===== src/rtl/muldiv_pkg.sv =====
// RV64M multiply/divide shared definitions.
// Op encodings (funct3), FSM states, signedness helpers.
package muldiv_pkg;

  localparam int XLEN_DEF = 64;

  localparam logic [2:0] MD_MUL    = 3'd0;
  localparam logic [2:0] MD_MULH   = 3'd1;
  localparam logic [2:0] MD_MULHSU = 3'd2;
  localparam logic [2:0] MD_MULHU  = 3'd3;
  localparam logic [2:0] MD_DIV    = 3'd4;
  localparam logic [2:0] MD_DIVU   = 3'd5;
  localparam logic [2:0] MD_REM    = 3'd6;
  localparam logic [2:0] MD_REMU   = 3'd7;

  localparam logic [1:0] ST_IDLE = 2'd0;
  localparam logic [1:0] ST_CALC = 2'd1;
  localparam logic [1:0] ST_FIN  = 2'd2;

  function automatic logic a_signed(input logic [2:0] op);
    return (op == MD_MULH) || (op == MD_MULHSU) ||
           (op == MD_DIV)  || (op == MD_REM);
  endfunction

  function automatic logic b_signed(input logic [2:0] op);
    return (op == MD_MULH) || (op == MD_DIV) || (op == MD_REM);
  endfunction

endpackage


===== src/rtl/muldiv_operand_prep.sv =====
// Conditional two's-complement negate: abs of a signed operand
// on input, sign fix-up of the raw result on output. x/neg in, y out.
module muldiv_operand_prep #(
  parameter int W = 64
) (
  input  logic [W-1:0] x,
  input  logic         neg,
  output logic [W-1:0] y
);

  assign y = neg ? (~x + W'(1)) : x;

endmodule


===== src/rtl/ex_muldiv_unit.sv =====
// Iterative RV64M mul/div unit beside the EX ALU.
// In: clk reset start kill op alu_in_A alu_in_B; out: busy done result stall.
module ex_muldiv_unit
  import muldiv_pkg::*;
#(
  parameter int XLEN  = XLEN_DEF,
  parameter int CNT_W = $clog2(XLEN) + 1
) (
  input  logic            clk,
  input  logic            reset,
  input  logic            start,
  input  logic            kill,
  input  logic [2:0]      op,
  input  logic [XLEN-1:0] alu_in_A,
  input  logic [XLEN-1:0] alu_in_B,
  output logic            busy,
  output logic            done,
  output logic [XLEN-1:0] result,
  output logic            stall
);

  localparam logic [XLEN-1:0] MIN = {1'b1, {(XLEN-1){1'b0}}};

  logic [1:0]      state;
  logic [CNT_W-1:0] cnt;
  logic [2:0]      op_q;
  logic            sa_q, sb_q, spec_q;
  logic [XLEN-1:0] opnd, lo, spec_res, res_q;
  logic [XLEN:0]   acc;

  logic            sa, sb;
  logic [XLEN-1:0] ma, mb;

  assign sa = a_signed(op) & alu_in_A[XLEN-1];
  assign sb = b_signed(op) & alu_in_B[XLEN-1];

  muldiv_operand_prep #(.W(XLEN)) u_prep_a (
    .x(alu_in_A), .neg(sa), .y(ma)
  );
  muldiv_operand_prep #(.W(XLEN)) u_prep_b (
    .x(alu_in_B), .neg(sb), .y(mb)
  );

  logic            dz, ovf, special;
  logic [XLEN-1:0] spec_val;

  assign dz  = (alu_in_B == '0);
  // sa already implies a signed op with a negative dividend
  assign ovf = sa & (alu_in_A == MIN) & (alu_in_B == '1);
  assign special = op[2] & (dz | ovf);

  // op[1] separates REM/REMU from DIV/DIVU
  always_comb begin
    spec_val = op[1] ? {XLEN{1'b0}} : MIN;
    if (dz) spec_val = op[1] ? alu_in_A : {XLEN{1'b1}};
  end

  logic [XLEN:0]   sum, shl, diff, acc_nx;
  logic [XLEN-1:0] lo_nx;

  // Multiply: acc:lo is the product, lo shifts out multiplier bits.
  // Divide: acc is the partial remainder, lo shifts dividend out
  // and quotient bits in.
  always_comb begin
    sum  = acc + (lo[0] ? {1'b0, opnd} : {(XLEN+1){1'b0}});
    shl  = {acc[XLEN-1:0], lo[XLEN-1]};
    diff = shl - {1'b0, opnd};
    acc_nx = {1'b0, sum[XLEN:1]};
    lo_nx  = {sum[0], lo[XLEN-1:1]};
    if (op_q[2]) begin
      if (!diff[XLEN]) begin
        acc_nx = diff;
        lo_nx  = {lo[XLEN-2:0], 1'b1};
      end else begin
        acc_nx = shl;
        lo_nx  = {lo[XLEN-2:0], 1'b0};
      end
    end
  end

  logic [2*XLEN-1:0] fix_in, fix_out;
  logic              fix_neg;
  logic [XLEN-1:0]   res_sel;

  // remainder takes the dividend sign, everything else sA^sB
  always_comb begin
    fix_in  = {acc[XLEN-1:0], lo};
    fix_neg = sa_q ^ sb_q;
    if (op_q[2]) begin
      fix_in = {{XLEN{1'b0}}, (op_q[1] ? acc[XLEN-1:0] : lo)};
      if (op_q[1]) fix_neg = sa_q;
    end
  end

  muldiv_operand_prep #(.W(2*XLEN)) u_prep_res (
    .x(fix_in), .neg(fix_neg), .y(fix_out)
  );

  always_comb begin
    res_sel = fix_out[2*XLEN-1:XLEN];
    if (op_q[2] || (op_q == MD_MUL)) res_sel = fix_out[XLEN-1:0];
    if (spec_q) res_sel = spec_res;
  end

  assign busy   = (state != ST_IDLE);
  assign done   = (state == ST_FIN) & ~kill;
  assign result = done ? res_sel : res_q;
  assign stall  = start & ~done;

  always_ff @(posedge clk or posedge reset) begin
    if (reset) begin
      state    <= ST_IDLE;
      cnt      <= '0;
      op_q     <= '0;
      sa_q     <= 1'b0;
      sb_q     <= 1'b0;
      spec_q   <= 1'b0;
      opnd     <= '0;
      lo       <= '0;
      acc      <= '0;
      spec_res <= '0;
      res_q    <= '0;
    end else begin
      case (state)
        ST_IDLE: begin
          if (start && !kill) begin
            op_q     <= op;
            sa_q     <= sa;
            sb_q     <= sb;
            spec_q   <= special;
            spec_res <= spec_val;
            cnt      <= '0;
            acc      <= '0;
            lo       <= op[2] ? ma : mb;
            opnd     <= op[2] ? mb : ma;
            state    <= special ? ST_FIN : ST_CALC;
          end
        end
        ST_CALC: begin
          if (kill) begin
            state <= ST_IDLE;
            cnt   <= '0;
          end else begin
            acc <= acc_nx;
            lo  <= lo_nx;
            cnt <= cnt + CNT_W'(1);
            if (cnt == CNT_W'(XLEN-1)) state <= ST_FIN;
          end
        end
        ST_FIN: begin
          state <= ST_IDLE;
          cnt   <= '0;
          if (!kill) res_q <= res_sel;
        end
        default: state <= ST_IDLE;
      endcase
    end
  end

endmodule

===== config.mk =====
export PLATFORM = sky130hd
export DESIGN_NAME = ex_muldiv_unit
export DESIGN_NICKNAME = d
export VERILOG_FILES = /design/src/rtl/muldiv_pkg.sv /design/src/rtl/muldiv_operand_prep.sv /design/src/rtl/ex_muldiv_unit.sv
export SDC_FILE = /design/constraint.sdc
export NUM_CORES = 2
export LEC_CHECK = 0
export CAP_MARGIN = 40
export CELL_PAD_IN_SITES_DETAIL_PLACEMENT = 1
export CELL_PAD_IN_SITES_GLOBAL_PLACEMENT = 1
export CORE_AREA = 2 2 293 295
export DETAILED_ROUTE_END_ITERATION = 10
export DIE_AREA = 0 0 295 297
export PLACE_DENSITY_LB_ADDON = 0.08
export SLEW_MARGIN = 20
export SYNTH_ARGS = -nofsm -noshare
export SYNTH_HDL_FRONTEND = slang
export SYNTH_SLANG_ARGS = --single-unit

===== constraint.sdc =====
create_clock -name clk -period 11.7 [get_ports clk]
set_clock_uncertainty 0.2 [all_clocks]
set_input_delay 2.34 -clock clk [delete_from_list [all_inputs] [get_ports clk]]
set_output_delay 2.34 -clock clk [all_outputs]
set_load 0.005 [all_outputs]

## Word-level counts from Yosys, hierarchy flattened

Cells that the tools add are included.

| operators by class | value |
|---|---|
| add/sub/neg operators | 6 |
| equality and inequality tests | 12 |
| muxes and demuxes | 34 |
| bitwise logic cells | 14 |
| reduce and logical (&&, ||, !) cells | 19 |

Operators by type and width:

| kind | number |
|---|---|
| 64-bit 2-to-1 mux | 15 |
| 65-bit 2-to-1 mux | 4 |
| 128-bit 2-to-1 mux | 2 |
| 65-bit one-hot mux with 2 select lines | 1 |
| 128-bit by 1-bit adder with 128-bit output (second input constant) | 1 |
| 64-bit by 1-bit adder with 64-bit output (second input constant) | 2 |
| 64-bit == test (second input constant) | 2 |
| 128-bit inverter | 1 |
| 64-bit inverter | 2 |
| 64-bit one-hot mux with 2 select lines | 1 |
| 65-bit by 64-bit adder with 65-bit output | 1 |
| 65-bit by 64-bit subtractor with 65-bit output | 1 |
| 64-bit logical NOT | 1 |
| 7-bit one-hot mux with 3 select lines | 1 |
| 7-bit 2-to-1 mux | 2 |
| 2-bit 2-to-1 mux | 4 |
| 2-bit AND reduction | 4 |
| 7-bit by 1-bit adder with 7-bit output (second input constant) | 1 |
| 1-bit bitwise AND | 7 |
| 7-bit by 6-bit == test with 1-bit output (second input constant) | 1 |
| 3-bit == test (second input constant) | 2 |
| 1-bit logical OR | 6 |
| 2-bit != test (second input constant) | 2 |
| 2-bit one-hot mux with 2 select lines | 1 |
| 16 further kinds | 20 |

| storage, ports and cells | value |
|---|---|
| register bits after elaboration | 336 |
| input bits | 135 |
| output and inout bits | 67 |

## Longest topological paths before layout

| logic depth | value |
|---|---|
| depth in word-level cells | 12 |
| gate-level depth with buffers | 21 |

## By module

A second synthesis with hierarchy kept.

| unflattened totals | value |
|---|---|
| cells, all modules | 4,248 |
| area, all modules | 33,763.6 µm² |

Modules (own cells, without submodules):

| module | instances | cells an instance | area an instance (µm²) | sequential area each (µm²) |
|---|---|---|---|---|
| ex_muldiv_unit | 1 | 3,316 | 27,159.8 | 8,408.1 |
| muldiv_operand_prep at u_prep_res | 1 | 520 | 3,305.7 | 0.0 |
| muldiv_operand_prep at u_prep_a ... | 2 | 206 | 1,649.1 | 0.0 |

## Least setup slack after synthesis

No wires, ideal clock.

| path | value |
|---|---|
| path type | reg-to-output |
| start point | register op_q[1] |
| end point | output result[14] |
| data arrival time | 4.605 ns |
| path slack | 4.555 ns |
| stages on the path, launching flop included | 20 |
| buffers on the path | 6 |
| path through | dfrtp_1 buf_6 and2_1 buf_4 buf_2 buf_1 clkbuf_1 buf_1 mux2i_1 ha_1 o2111ai_1 and4bb_2 nand4_2 nor4_2 nand3_1 o31a_1 xnor2_1 a211oi_1 a21oi_1 o21ai_1 |

| on the way | value |
|---|---|
| longest elaborated chain between the ends | 8 |
| elaborated cells between the ends (all ways) | 12 |

RTL lines:

| item | RTL line | source |
|---|---|---|
| start: declaration | ex_muldiv_unit.sv:26 | `logic [2:0] op_q;` |
| start signal: assignment | ex_muldiv_unit.sv:127 | `op_q <= op;` |
| 64-bit 2-to-1 mux | ex_muldiv_unit.sv:90 | `fix_in = {{XLEN{1'b0}}, (op_q[1] ? acc[XLEN-1:0] : lo)};` |
| 128-bit 2-to-1 mux | ex_muldiv_unit.sv:89 | `if (op_q[2]) begin` |
| 128-bit inverter | muldiv_operand_prep.sv:11 | `assign y = neg ? (~x + W'(1)) : x;` |
| 128-bit by 1-bit adder with 128-bit output | muldiv_operand_prep.sv:11 |  |
| 128-bit 2-to-1 mux | muldiv_operand_prep.sv:11 |  |
| 64-bit 2-to-1 mux * | ex_muldiv_unit.sv:101 | `if (op_q[2] \|\| (op_q == MD_MUL)) res_sel = fix_out[XLEN-1:0];` |
| 64-bit 2-to-1 mux * | ex_muldiv_unit.sv:102 | `if (spec_q) res_sel = spec_res;` |
| 64-bit 2-to-1 mux * | ex_muldiv_unit.sv:107 | `assign result = done ? res_sel : res_q;` |
| end: declaration | ex_muldiv_unit.sv:18 | `output logic [XLEN-1:0] result,` |

Mark *: on every way between the ends. The rest lies on a longest branch, timed or not.

## Worst setup path in the final report

| path | value |
|---|---|
| start point | register op_q[1] |
| end point | output result[3] |

The elaborated chain is that of the path after synthesis.

==> impl_metrics.toml <==
[synthesis]
netlist_area_um2 = 34300
sequential_cell_area_fraction_in_the_yosys_report = 0.245
synthMostInstantiatedCell = "sky130_fd_sc_hd__a21oi_1"
post-synth-top-area-fraction = 0.245
yosysWarnings = 0
synth-main-ff-cell = "sky130_fd_sc_hd__dfrtp_1"
yosysUniqueCellTypes = 107
synthTopCellsByCount = "sky130_fd_sc_hd__a21oi_1 (489), sky130_fd_sc_hd__nand2_1 (483), sky130_fd_sc_hd__o21ai_0 (424)"
synthArstFlopShare = 1.00
yosys_register_bits = 336
synthCells = 4656
synth.top_cells.by_area = "sky130_fd_sc_hd__dfrtp_1 (25%), sky130_fd_sc_hd__a21oi_1 (7.1%), sky130_fd_sc_hd__o21ai_0 (6.2%)"
synth.largest_area_cell = "sky130_fd_sc_hd__dfrtp_1"
post_synth.cell_area_avg_um2 = 7.36
synth_edf_count = 0
postSynthNetCount = 4928

[grt]
grt_use_total = 0.411
grtUsageMet1 = 0.557
global_route.peak_usage_layer = "met2"
wire_length_of_the_first_global_routing_pass_um = 266000
gr-total-overflow = 0
grt_pass1_vias = 37000
grt_antenna_before_repair = 3
met3_usage = 0.0717
grt.met2_usage = 0.624
grt_max_degree = 160

[clock_tree]
clock_insertion_delay_worst_skew_ns = 0.61
count_of_hold_buffers_inserted_by_post_cts_repair = 0
tritoncts.num_buffers = 45
clockRootBuffer = "sky130_fd_sc_hd__clkbuf_16"
clk_path_buf_depth = 3
postCtsSetupBuffers = 0
clock_sinks = 336
ctsHtreeMaxLevel = 2
tritoncts_clock_tree = "built"
clk_pin_slew_worst_paths_ns = 0.06
post_cts_resized = 0

[finish]
area_growth_pct = 13.1
drive_gt1_frac = 0.0631
multiInputGateArea_um2 = 23900
layout.cells.non_filler = 5823
fillers = 10400
register_area_um2 = 8410
final_nets = 4916

[sta]
rsz0062_at_grt = "no"
setup_ws_ns = 2.27
final-setup-viol-count = 0
max-slew-margin-rel = 0.311
setup_tns_ns = 0
final_min_period_over_clock_period = 0.806
fin_worst_hold_slack_ns = 0.275
max_transition_viols_final = 0
timing.final.crit_period_ns = 9.43
worstMarginPinSlew_ns = 1.03
finalHoldViolations = 0
fmax_mhz = 106

[worst_setup_path]
cp-start-kind = "flop"
timing.critical_path.to_type = "output port"
critical_path.slowest_cell = "sky130_fd_sc_hd__nor3_1"
path_cells = "buf_4 > nand2_2 > buf_4 > o22a_1 > nor4_1 > nand3_1 > nor3_1 > nand4_1 > o21ai_0 > nand2_1 > o21ai_0 > a211oi_1 > o21ai_0 > clkdlybuf4s50_1"
worst_setup_path_category = "reg2out"
cp.arrival_ns = 6.89
required_time_worst_endpoint_ns = 9.16
cp_common_cell = "sky130_fd_sc_hd__o21ai_0"
worst_path_max_fanout = 53
critical_path.max_stage_delay_ns = 0.78

[routing]
vias = 38400
drt-vias-per-instance = 6.59
wire_per_inst_um = 31.7
route.detailed.drc = 0
initialDrtViolationCount = 3854
postRouteAntennaNets = 0
detail_route.first_pass.iterations = 6
totalWireLength_um = 185000

[placed_design]
gp_congestion = 1.02
port_buffers = 201
dp_worst_setup_slack_ns = 3.15
dp_hpwl_um = 144000
placed_cells = 5735

[pwr]
irDropWorstVdd_v = 0.000140
power.density_cell_area_nw_per_um2 = 236
p_leak_uw = 0.0157

[floorplanning]
ioPinCount = 202
floorplan.die.width_um = 295
std_cell_rows = 107
die-area_um2 = 87600
start_util = 0.405
die_height_um = 297
coreArea_um2 = 84500

[job]
cap_viol_max_count = 0

[outcome]
status = "finished clean"

[worst_hold_path]
class_of_the_worst_hold_path = "reg2reg"
-- critical path, delay by kind of cell, from the launching register on --
family	cells	cell delay, ns
buf+inv	3	1.55
flops	1	0.67
compound gates	5	1.20
simple gates	6	2.82
-- layer usage --
metal  vias to the layer above  wire length [um]
li1                      16900                 -
met1                     19200             78000
met2                      1860             79800
met3                       441             15100
met4                         8             11600
met5                         -                58
-- final cells by class --
cell class                 count  share of cell area
antenna                        2            0.000129
multi-input combinational   3805               0.616
timing repair buffer         313              0.0768
clock inverter                17             0.00485
sequential                   336               0.217
inverter                     143              0.0140
clock buffer                  63              0.0337
tap                         1144              0.0370
-- registers in the layout, indices dropped and copies added, names as in the netlist --
register,count
acc,65
lo,64
opnd,64
res_q,64
spec_res,64
cnt,7
op_q,3
state,2
sa_q,1
sb_q,1
spec_q,1
-- cell families (layout without fill, tap and decap cells) --
| logic type | Yosys count | after routing | share of synthesized area |
|---|---|---|---|
| multiplexers | 142 | 142 | 0.0422 |
| XOR/XNOR | 317 | 317 | 0.0811 |
| adder cells (fa/ha/maj) | 137 | 137 | 0.0505 |
| flip-flops | 336 | 336 | 0.245 |
| other | 0 | 2 | 0 |
| AO/OA/AOI/OAI | 1586 | 1586 | 0.288 |
| AND/OR/NAND/NOR | 1623 | 1623 | 0.232 |
| buffers and inverters | 515 | 536 | 0.0602 |
-- layout by cell type (no fill, tap or decap), types with 126 or more instances in the layout --
master / n
sky130_fd_sc_hd__clkdlybuf4s50_1: 199
sky130_fd_sc_hd__nand2_1: 481
sky130_fd_sc_hd__xnor2_1: 189
sky130_fd_sc_hd__inv_1: 139
sky130_fd_sc_hd__xor2_1: 126
sky130_fd_sc_hd__ha_1: 134
sky130_fd_sc_hd__a21oi_1: 489
sky130_fd_sc_hd__nor2_1: 404
sky130_fd_sc_hd__dfrtp_1: 333
sky130_fd_sc_hd__o21ai_0: 424
-- per-stage QoR --
stage	instance area, um2	utilization	power, uW
global placement	37000	0.438	7450
finish	38700	0.459	9160
global route	38700	0.458	9580
floorplan	34300	-	5320
detailed placement	37100	0.439	7480
CTS	38600	0.457	8950
-- final timing paths --
| kind | start | end | slack (ns) | depth (start not counted) |
|---|---|---|---|---|
| min reg2reg | spec_res[48] | spec_res[48] | 0.27 | 2 |
| max in group asynchronous | reset | op_q[2] | 7.23 | 4 |
| max reg2reg | lo[63] | acc[33] | 4.76 | 20 |
| max | op_q[1] | result[3] | 2.27 | 14 |
| min in group asynchronous | reset | spec_res[56] | 2.01 | 2 |
| min | spec_res[48] | spec_res[48] | 0.27 | 2 |
-- where the power goes --
group / total [uW] / internal, uW / leakage, uW / switching [uW]
clock: 1440 / 844 / 0.000735 / 595
combinational: 5750 / 1950 / 0.0107 / 3800
sequential: 1970 / 1380 / 0.00434 / 591
Note: power is estimated with default switching activity, not from simulation.
